--- src/rtl/arb_pkg.sv ---
// Shared types and constants for the IFU/LSU AXI master arbiter.
package arb_pkg;

  localparam int unsigned ADDR_W  = 32;
  localparam int unsigned DATA_W  = 32;
  localparam int unsigned LEN_W   = 8;
  localparam int unsigned SIZE_W  = 3;
  localparam int unsigned BURST_W = 2;
  localparam int unsigned RESP_W  = 2;
  localparam int unsigned STRB_W  = 4;
  localparam int unsigned CNT_W   = 16;

  // Unit indices into the request/grant vectors and last_grant encoding
  localparam logic UNIT_IFU = 1'b0;
  localparam logic UNIT_LSU = 1'b1;

  typedef enum logic [3:0] {
    IDLE    = 4'b0001,
    G_IFU_R = 4'b0010,
    G_LSU_R = 4'b0100,
    G_LSU_W = 4'b1000
  } arb_state_e;

endpackage

--- src/rtl/axi_master_arbiter_rr_pick2.sv ---
// Two-requester round-robin picker: on a tie, the unit not granted last wins.
module rr_pick2
  import arb_pkg::*;
(
  input  logic [1:0] req,
  input  logic       last_grant,
  output logic [1:0] gnt
);

  always_comb begin
    gnt           = 2'b00;
    gnt[UNIT_IFU] = req[UNIT_IFU] & (~req[UNIT_LSU] | (last_grant == UNIT_LSU));
    gnt[UNIT_LSU] = req[UNIT_LSU] & (~req[UNIT_IFU] | (last_grant == UNIT_IFU));
  end

endmodule

--- src/rtl/axi_master_arbiter.sv ---
// Shares one AXI4 master port between IFU (read) and LSU (read/write), one
// whole transaction per grant. Optional watchdog under `ARB_TIMEOUT_EN.
module axi_master_arbiter
  import arb_pkg::*;
#(
  parameter int unsigned ID_W           = 4,
  parameter int unsigned TIMEOUT_CYCLES = 1024
) (
  input  logic                 clk_i,
  input  logic                 rst_i,
  // IFU read
  input  logic [ID_W-1:0]      ifu_arid,
  input  logic [ADDR_W-1:0]    ifu_araddr,
  input  logic [LEN_W-1:0]     ifu_arlen,
  input  logic [SIZE_W-1:0]    ifu_arsize,
  input  logic [BURST_W-1:0]   ifu_arburst,
  input  logic                 ifu_arvalid,
  output logic                 ifu_arready,
  output logic [ID_W-1:0]      ifu_rid,
  output logic [DATA_W-1:0]    ifu_rdata,
  output logic [RESP_W-1:0]    ifu_rresp,
  output logic                 ifu_rlast,
  output logic                 ifu_rvalid,
  input  logic                 ifu_rready,
  // LSU read
  input  logic [ID_W-1:0]      lsu_arid,
  input  logic [ADDR_W-1:0]    lsu_araddr,
  input  logic [LEN_W-1:0]     lsu_arlen,
  input  logic [SIZE_W-1:0]    lsu_arsize,
  input  logic [BURST_W-1:0]   lsu_arburst,
  input  logic                 lsu_arvalid,
  output logic                 lsu_arready,
  output logic [ID_W-1:0]      lsu_rid,
  output logic [DATA_W-1:0]    lsu_rdata,
  output logic [RESP_W-1:0]    lsu_rresp,
  output logic                 lsu_rlast,
  output logic                 lsu_rvalid,
  input  logic                 lsu_rready,
  // LSU write
  input  logic [ID_W-1:0]      lsu_awid,
  input  logic [ADDR_W-1:0]    lsu_awaddr,
  input  logic [LEN_W-1:0]     lsu_awlen,
  input  logic [SIZE_W-1:0]    lsu_awsize,
  input  logic [BURST_W-1:0]   lsu_awburst,
  input  logic                 lsu_awvalid,
  output logic                 lsu_awready,
  input  logic [ID_W-1:0]      lsu_wid,
  input  logic [DATA_W-1:0]    lsu_wdata,
  input  logic [STRB_W-1:0]    lsu_wstrb,
  input  logic                 lsu_wlast,
  input  logic                 lsu_wvalid,
  output logic                 lsu_wready,
  output logic [ID_W-1:0]      lsu_bid,
  output logic [RESP_W-1:0]    lsu_bresp,
  output logic                 lsu_bvalid,
  input  logic                 lsu_bready,
  // Downstream master port
  output logic [ID_W-1:0]      m_arid,
  output logic [ADDR_W-1:0]    m_araddr,
  output logic [LEN_W-1:0]     m_arlen,
  output logic [SIZE_W-1:0]    m_arsize,
  output logic [BURST_W-1:0]   m_arburst,
  output logic                 m_arvalid,
  input  logic                 m_arready,
  input  logic [ID_W-1:0]      m_rid,
  input  logic [DATA_W-1:0]    m_rdata,
  input  logic [RESP_W-1:0]    m_rresp,
  input  logic                 m_rlast,
  input  logic                 m_rvalid,
  output logic                 m_rready,
  output logic [ID_W-1:0]      m_awid,
  output logic [ADDR_W-1:0]    m_awaddr,
  output logic [LEN_W-1:0]     m_awlen,
  output logic [SIZE_W-1:0]    m_awsize,
  output logic [BURST_W-1:0]   m_awburst,
  output logic                 m_awvalid,
  input  logic                 m_awready,
  output logic [ID_W-1:0]      m_wid,
  output logic [DATA_W-1:0]    m_wdata,
  output logic [STRB_W-1:0]    m_wstrb,
  output logic                 m_wlast,
  output logic                 m_wvalid,
  input  logic                 m_wready,
  input  logic [ID_W-1:0]      m_bid,
  input  logic [RESP_W-1:0]    m_bresp,
  input  logic                 m_bvalid,
  output logic                 m_bready,
  output logic                 busy_o
`ifdef ARB_TIMEOUT_EN
  ,
  output logic                 timeout_o
`endif
);

  arb_state_e state_q, state_d;
  arb_state_e mux_state;
  logic       last_grant_q, last_grant_d;
  logic       req_lsu_w;
  logic [1:0] req, gnt;

  assign req_lsu_w     = lsu_awvalid | lsu_wvalid;
  assign req[UNIT_IFU] = ifu_arvalid;
  assign req[UNIT_LSU] = lsu_arvalid | req_lsu_w;

  rr_pick2 u_pick (
    .req        (req),
    .last_grant (last_grant_q),
    .gnt        (gnt)
  );

  always_ff @(posedge clk_i) begin
    if (rst_i) begin
      state_q      <= IDLE;
      last_grant_q <= UNIT_IFU;
    end else begin
      state_q      <= state_d;
      last_grant_q <= last_grant_d;
    end
  end

  // Grant selection in IDLE; release on the final R beat or the B handshake
  always_comb begin
    state_d      = state_q;
    last_grant_d = last_grant_q;
    case (state_q)
      IDLE: begin
        if (gnt[UNIT_LSU]) begin
          state_d      = req_lsu_w ? G_LSU_W : G_LSU_R;
          last_grant_d = UNIT_LSU;
        end else if (gnt[UNIT_IFU]) begin
          state_d      = G_IFU_R;
          last_grant_d = UNIT_IFU;
        end
      end
      G_IFU_R, G_LSU_R: if (m_rvalid && m_rready && m_rlast) state_d = IDLE;
      G_LSU_W:          if (m_bvalid && m_bready) state_d = IDLE;
      default:          state_d = IDLE;
    endcase
  end

  assign busy_o = (state_q != IDLE);

  // Reset forces the channel view to IDLE so no handshake leaks while rst_i is high
  assign mux_state = rst_i ? IDLE : state_q;

  always_comb begin
    m_arid = '0; m_araddr = '0; m_arlen = '0; m_arsize = '0; m_arburst = '0;
    m_arvalid = 1'b0; m_rready = 1'b0;
    m_awid = '0; m_awaddr = '0; m_awlen = '0; m_awsize = '0; m_awburst = '0;
    m_awvalid = 1'b0;
    m_wid = '0; m_wdata = '0; m_wstrb = '0; m_wlast = 1'b0; m_wvalid = 1'b0;
    m_bready = 1'b0;
    ifu_arready = 1'b0; ifu_rid = '0; ifu_rdata = '0; ifu_rresp = '0;
    ifu_rlast = 1'b0; ifu_rvalid = 1'b0;
    lsu_arready = 1'b0; lsu_rid = '0; lsu_rdata = '0; lsu_rresp = '0;
    lsu_rlast = 1'b0; lsu_rvalid = 1'b0;
    lsu_awready = 1'b0; lsu_wready = 1'b0;
    lsu_bid = '0; lsu_bresp = '0; lsu_bvalid = 1'b0;
    case (mux_state)
      G_IFU_R: begin
        m_arid = ifu_arid; m_araddr = ifu_araddr; m_arlen = ifu_arlen;
        m_arsize = ifu_arsize; m_arburst = ifu_arburst; m_arvalid = ifu_arvalid;
        m_rready = ifu_rready;
        ifu_arready = m_arready; ifu_rid = m_rid; ifu_rdata = m_rdata;
        ifu_rresp = m_rresp; ifu_rlast = m_rlast; ifu_rvalid = m_rvalid;
      end
      G_LSU_R: begin
        m_arid = lsu_arid; m_araddr = lsu_araddr; m_arlen = lsu_arlen;
        m_arsize = lsu_arsize; m_arburst = lsu_arburst; m_arvalid = lsu_arvalid;
        m_rready = lsu_rready;
        lsu_arready = m_arready; lsu_rid = m_rid; lsu_rdata = m_rdata;
        lsu_rresp = m_rresp; lsu_rlast = m_rlast; lsu_rvalid = m_rvalid;
      end
      G_LSU_W: begin
        m_awid = lsu_awid; m_awaddr = lsu_awaddr; m_awlen = lsu_awlen;
        m_awsize = lsu_awsize; m_awburst = lsu_awburst; m_awvalid = lsu_awvalid;
        m_wid = lsu_wid; m_wdata = lsu_wdata; m_wstrb = lsu_wstrb;
        m_wlast = lsu_wlast; m_wvalid = lsu_wvalid;
        m_bready = lsu_bready;
        lsu_awready = m_awready; lsu_wready = m_wready;
        lsu_bid = m_bid; lsu_bresp = m_bresp; lsu_bvalid = m_bvalid;
      end
      default: ;
    endcase
  end

`ifdef ARB_TIMEOUT_EN
  logic [CNT_W-1:0] cnt_q, cnt_d;
  logic             timeout_q, timeout_d;

  // Counter is zero in IDLE, so every grant starts counting from zero
  always_comb begin
    cnt_d     = cnt_q;
    timeout_d = timeout_q;
    if (state_q == IDLE) begin
      cnt_d = '0;
    end else begin
      if (cnt_q != '1) cnt_d = cnt_q + CNT_W'(1);
      if (cnt_d == CNT_W'(TIMEOUT_CYCLES)) timeout_d = 1'b1;
    end
  end

  always_ff @(posedge clk_i) begin
    if (rst_i) begin
      cnt_q     <= '0;
      timeout_q <= 1'b0;
    end else begin
      cnt_q     <= cnt_d;
      timeout_q <= timeout_d;
    end
  end

  assign timeout_o = timeout_q;

`ifdef SIMULATION
  always_ff @(posedge clk_i) begin
    if (!rst_i && !timeout_q && timeout_d) begin
      $display("arbiter timeout");
      $finish;
    end
  end
`endif
`else
  localparam int unsigned timeout_unused = TIMEOUT_CYCLES;
`endif

endmodule

--- config.mk ---
export PLATFORM = sky130hd
export DESIGN_NAME = axi_master_arbiter
export DESIGN_NICKNAME = d
export VERILOG_FILES = /design/src/rtl/arb_pkg.sv /design/src/rtl/axi_master_arbiter_rr_pick2.sv /design/src/rtl/axi_master_arbiter.sv
export SDC_FILE = /design/constraint.sdc
export NUM_CORES = 1
export LEC_CHECK = 0
export ABC_AREA = 1
export CELL_PAD_IN_SITES_DETAIL_PLACEMENT = 0
export CELL_PAD_IN_SITES_GLOBAL_PLACEMENT = 1
export CORE_AREA = 2 2 188 190
export CTS_CLUSTER_DIAMETER = 30
export DETAILED_ROUTE_END_ITERATION = 8
export DIE_AREA = 0 0 190 192
export PLACE_DENSITY = 0.73
export SYNTH_ARGS = -nofsm -noshare
export SYNTH_HDL_FRONTEND = slang
export SYNTH_SLANG_ARGS = --single-unit
--- constraint.sdc ---
create_clock -name clk_i -period 3.7 [get_ports clk_i]
set_clock_uncertainty 0.2 [all_clocks]
set_input_delay 0.37 -clock clk_i [delete_from_list [all_inputs] [get_ports clk_i]]
set_output_delay 0.37 -clock clk_i [all_outputs]
set_load 0.05 [all_outputs]
==> impl_metrics.py <==
metrics = {
    "flow_run": {
        "max-cap-violations": 0,
    },
    "clock_network": {
        "clock_sinks": 5,
        "post_cts_resized": 0,
        "cts-root-buf": "clkbuf_16",
        "clk_pin_slew_worst_paths_ps": 30,
        "clk_path_buf_depth": 2,
        "cts_tree": "built",
        "cts_buffers": 3,
        "htree_levels": 1,
        "cts_setup_buffers": 0,
        "clock_latency_ps": 230,
        "postCtsHoldBufs": 0,
    },
    "worst_setup_path": {
        "slowest_delay_ps": 840,
        "r2r-start": "state_q[0]",
        "worstPathMaxFanout": 22,
        "worstPathArrival_ps": 2650,
        "reg2regPathDepth": 6,
        "cp-start-kind": "input pin",
        "crit_path_frequent_cell": "clkdlybuf4s50_1",
        "cp-startpoint": "rst_i",
        "rr_endpoint": "state_q[1]",
        "cp.required_ps": 3130,
        "cp-end-kind": "output pin",
        "r2r_slack_ps": 2020,
        "critical_path_class": "in2out",
        "crit_slowest_cell": "clkdlybuf4s50_1",
        "crit_chain": "clkdlybuf4s50_1, inv_2, nand3_4, buf_4, o22ai_1, clkdlybuf4s50_1",
    },
    "timing": {
        "hold_slack_ps": 280,
        "timing.final.crit_share_pct": 87.1,
        "setup_viol": 0,
        "rsz0062_at_grt": "false",
        "hold_viol_final": 0,
        "tns_ps": 0,
        "period_needed_ps": 3220,
        "worst_slack_ps": 476,
        "slew_headroom_pct": 55.2,
        "fmax_mhz": 310,
        "maxSlewViolCount": 0,
        "worst_slew_pin_slew_ps": 670,
    },
    "pwr": {
        "vdd_ir_drop_max_mv": 0.145,
        "power.leakage_uw": 0.00378,
        "power_density_nw_per_um2": 194,
    },
    "yosys": {
        "synth_common_cells": "inv_1 (248), nor2_1 (195), o22ai_1 (50)",
        "synth_nets": 810,
        "synth_compound_area_share_pct": 14.1,
        "syn_inst": 563,
        "synthAdderAreaFrac_pct": 0,
        "synth_top_area_share_pct": 38.8,
        "async_reset_ff_share_pct": 0,
        "synth.avg_cell_area_sq_um": 4.26,
        "synth_top_family_by_area": "buffers and inverters",
        "synth-seq-cells": 5,
        "ys_seq_area_share_pct": 4.17,
        "synthFlopType": "dfxtp_1",
        "synth-edff-count": 0,
        "yosys.area_share.simple_pct": 37.5,
        "yosysUniqueCellTypes": 19,
        "synth.area.top_cells": "inv_1 (39%), nor2_1 (31%), o22ai_1 (13%)",
        "synthXorXnorAreaFrac_pct": 0,
        "yosysMostFrequentCell": "inv_1",
        "synth_mux_area_share_pct": 0,
        "yosys_warnings": 0,
        "synth_area_leader_cell": "inv_1",
        "syn_area_sq_um": 2400,
    },
    "drt": {
        "firstDrtPassIters": 4,
        "ant_nets": 0,
        "via_per_inst": 3.20,
        "vias": 4734,
        "remaining_drc_errors": 0,
        "drtIter0Drc": 157,
        "routed_wl_mm": 16.6,
        "avgRoutedWirePerCell_microns": 11.2,
    },
    "layout": {
        "fin_cells": 1480,
        "multi_input_area_sq_um": 1270,
        "seqCellArea_sq_um": 100,
        "drive_gt1_share_pct": 1.85,
        "syn2layout_area_growth_pct": 227,
        "antenna_cells": 0,
        "final_area_sq_um": 7850,
        "fillCellCount": 3825,
        "final_nets": 1273,
    },
    "placed_design": {
        "port_buffers": 482,
        "placed_area_sq_um": 7770,
        "dp_cells": 1476,
        "dp_hpwl_mm": 14.2,
        "gp_congestion": 0.742,
        "place_ws_ps": 487,
    },
    "die": {
        "rows": 68,
        "core_sq_um": 34300,
        "die_y_microns": 192,
        "start_util_pct": 7.00,
        "dieArea_sq_um": 36500,
        "io_pins": 483,
        "dieWidth_microns": 190,
    },
    "worst_hold_path": {
        "hold_class": "reg2reg",
        "whs_endpoint": "last_grant_q",
        "whs_path_depth": 2,
        "worstHoldStart": "last_grant_q",
    },
    "global_route": {
        "grt_util_all_layers_pct": 7.78,
        "grt_pass1_vias": 4592,
        "grt_max_degree": 103,
        "overflow": 0,
        "grt_pass1_wl_mm": 22.9,
        "grt_antenna_before_repair": 0,
    },
    "run_status": {
        "status": "finished, final reports clean",
    },
}
## cell usage in the layout (no fill, tap or decap)
cell type / instances
nand2_1: 14
inv_2: 1
o21ai_0: 1
nand2_2: 1
clkbuf_16: 3
nand3_2: 1
a21oi_1: 3
nor2_1: 195
clkbuf_1: 1
a31oi_1: 1
nor2_2: 3
buf_4: 2
o22ai_1: 50
nand3_1: 3
buf_12: 3
nand3_4: 3
inv_1: 248
dfxtp_1: 5
nor3_2: 1
nand4_1: 3
clkdlybuf4s50_1: 482
nor2_4: 1
## worst max path at each step
stage	end	slack, ps	cells after the start
CTS	m_araddr[12]	480	6
global placement	m_araddr[9]	550	6
global route	m_araddr[12]	370	6
floorplan	m_araddr[10]	1430	5
detailed placement	m_araddr[12]	490	6
finish	m_araddr[12]	480	6
## cell families (layout without fill, tap and decap cells)
| kind of cell | Yosys count | count (layout) |
|---|---|---|
| flops | 5 | 5 |
| compound gates | 55 | 55 |
| simple gates | 225 | 225 |
| buf+inv | 278 | 740 |
## critical path: cells and delay by family
kind | cells | cell delay (ps)
AOI/OAI and AO/OA | 1 | 220
buffers and inverters | 4 | 1820
and+or+nand+nor | 1 | 230
## stage by stage
step | power, uW | utilization [%]
final | 1530 | 22.9
after global routing | 1610 | 22.9
after CTS | 1540 | 22.9
after detailed placement | 1350 | 22.7
after global placement | 1350 | 22.7
after floorplan | 782 | -
## flip-flops by register name, summed over array words and instances, names as in the netlist
name / count
state_q: 4
last_grant_q: 1
## final cells by class
type | count | area share [%]
flip-flops and latches | 5 | 1.28
inverters | 249 | 11.9
well taps | 455 | 7.25
repair buffers | 487 | 62.4
clock buffers | 4 | 1.00
multi-input cells | 280 | 16.1
## report_power, final
group | total [uW] | leakage [uW] | internal [uW] | switching, uW
clock | 180 | 0.0000382 | 143 | 37.3
combinational | 1250 | 0.00370 | 511 | 736
sequential | 99.3 | 0.0000413 | 76.7 | 22.7
total | 1530 | 0.00378 | 730 | 795
## metal layers
metal / wire [microns] / global-route usage, %
met5: 0 / 0
met1: 5990 / 8.20
met2: 8650 / 15.5
met3: 1760 / 2.10
met4: 168 / 1.16
Note: power is estimated with default switching activity, not from simulation.
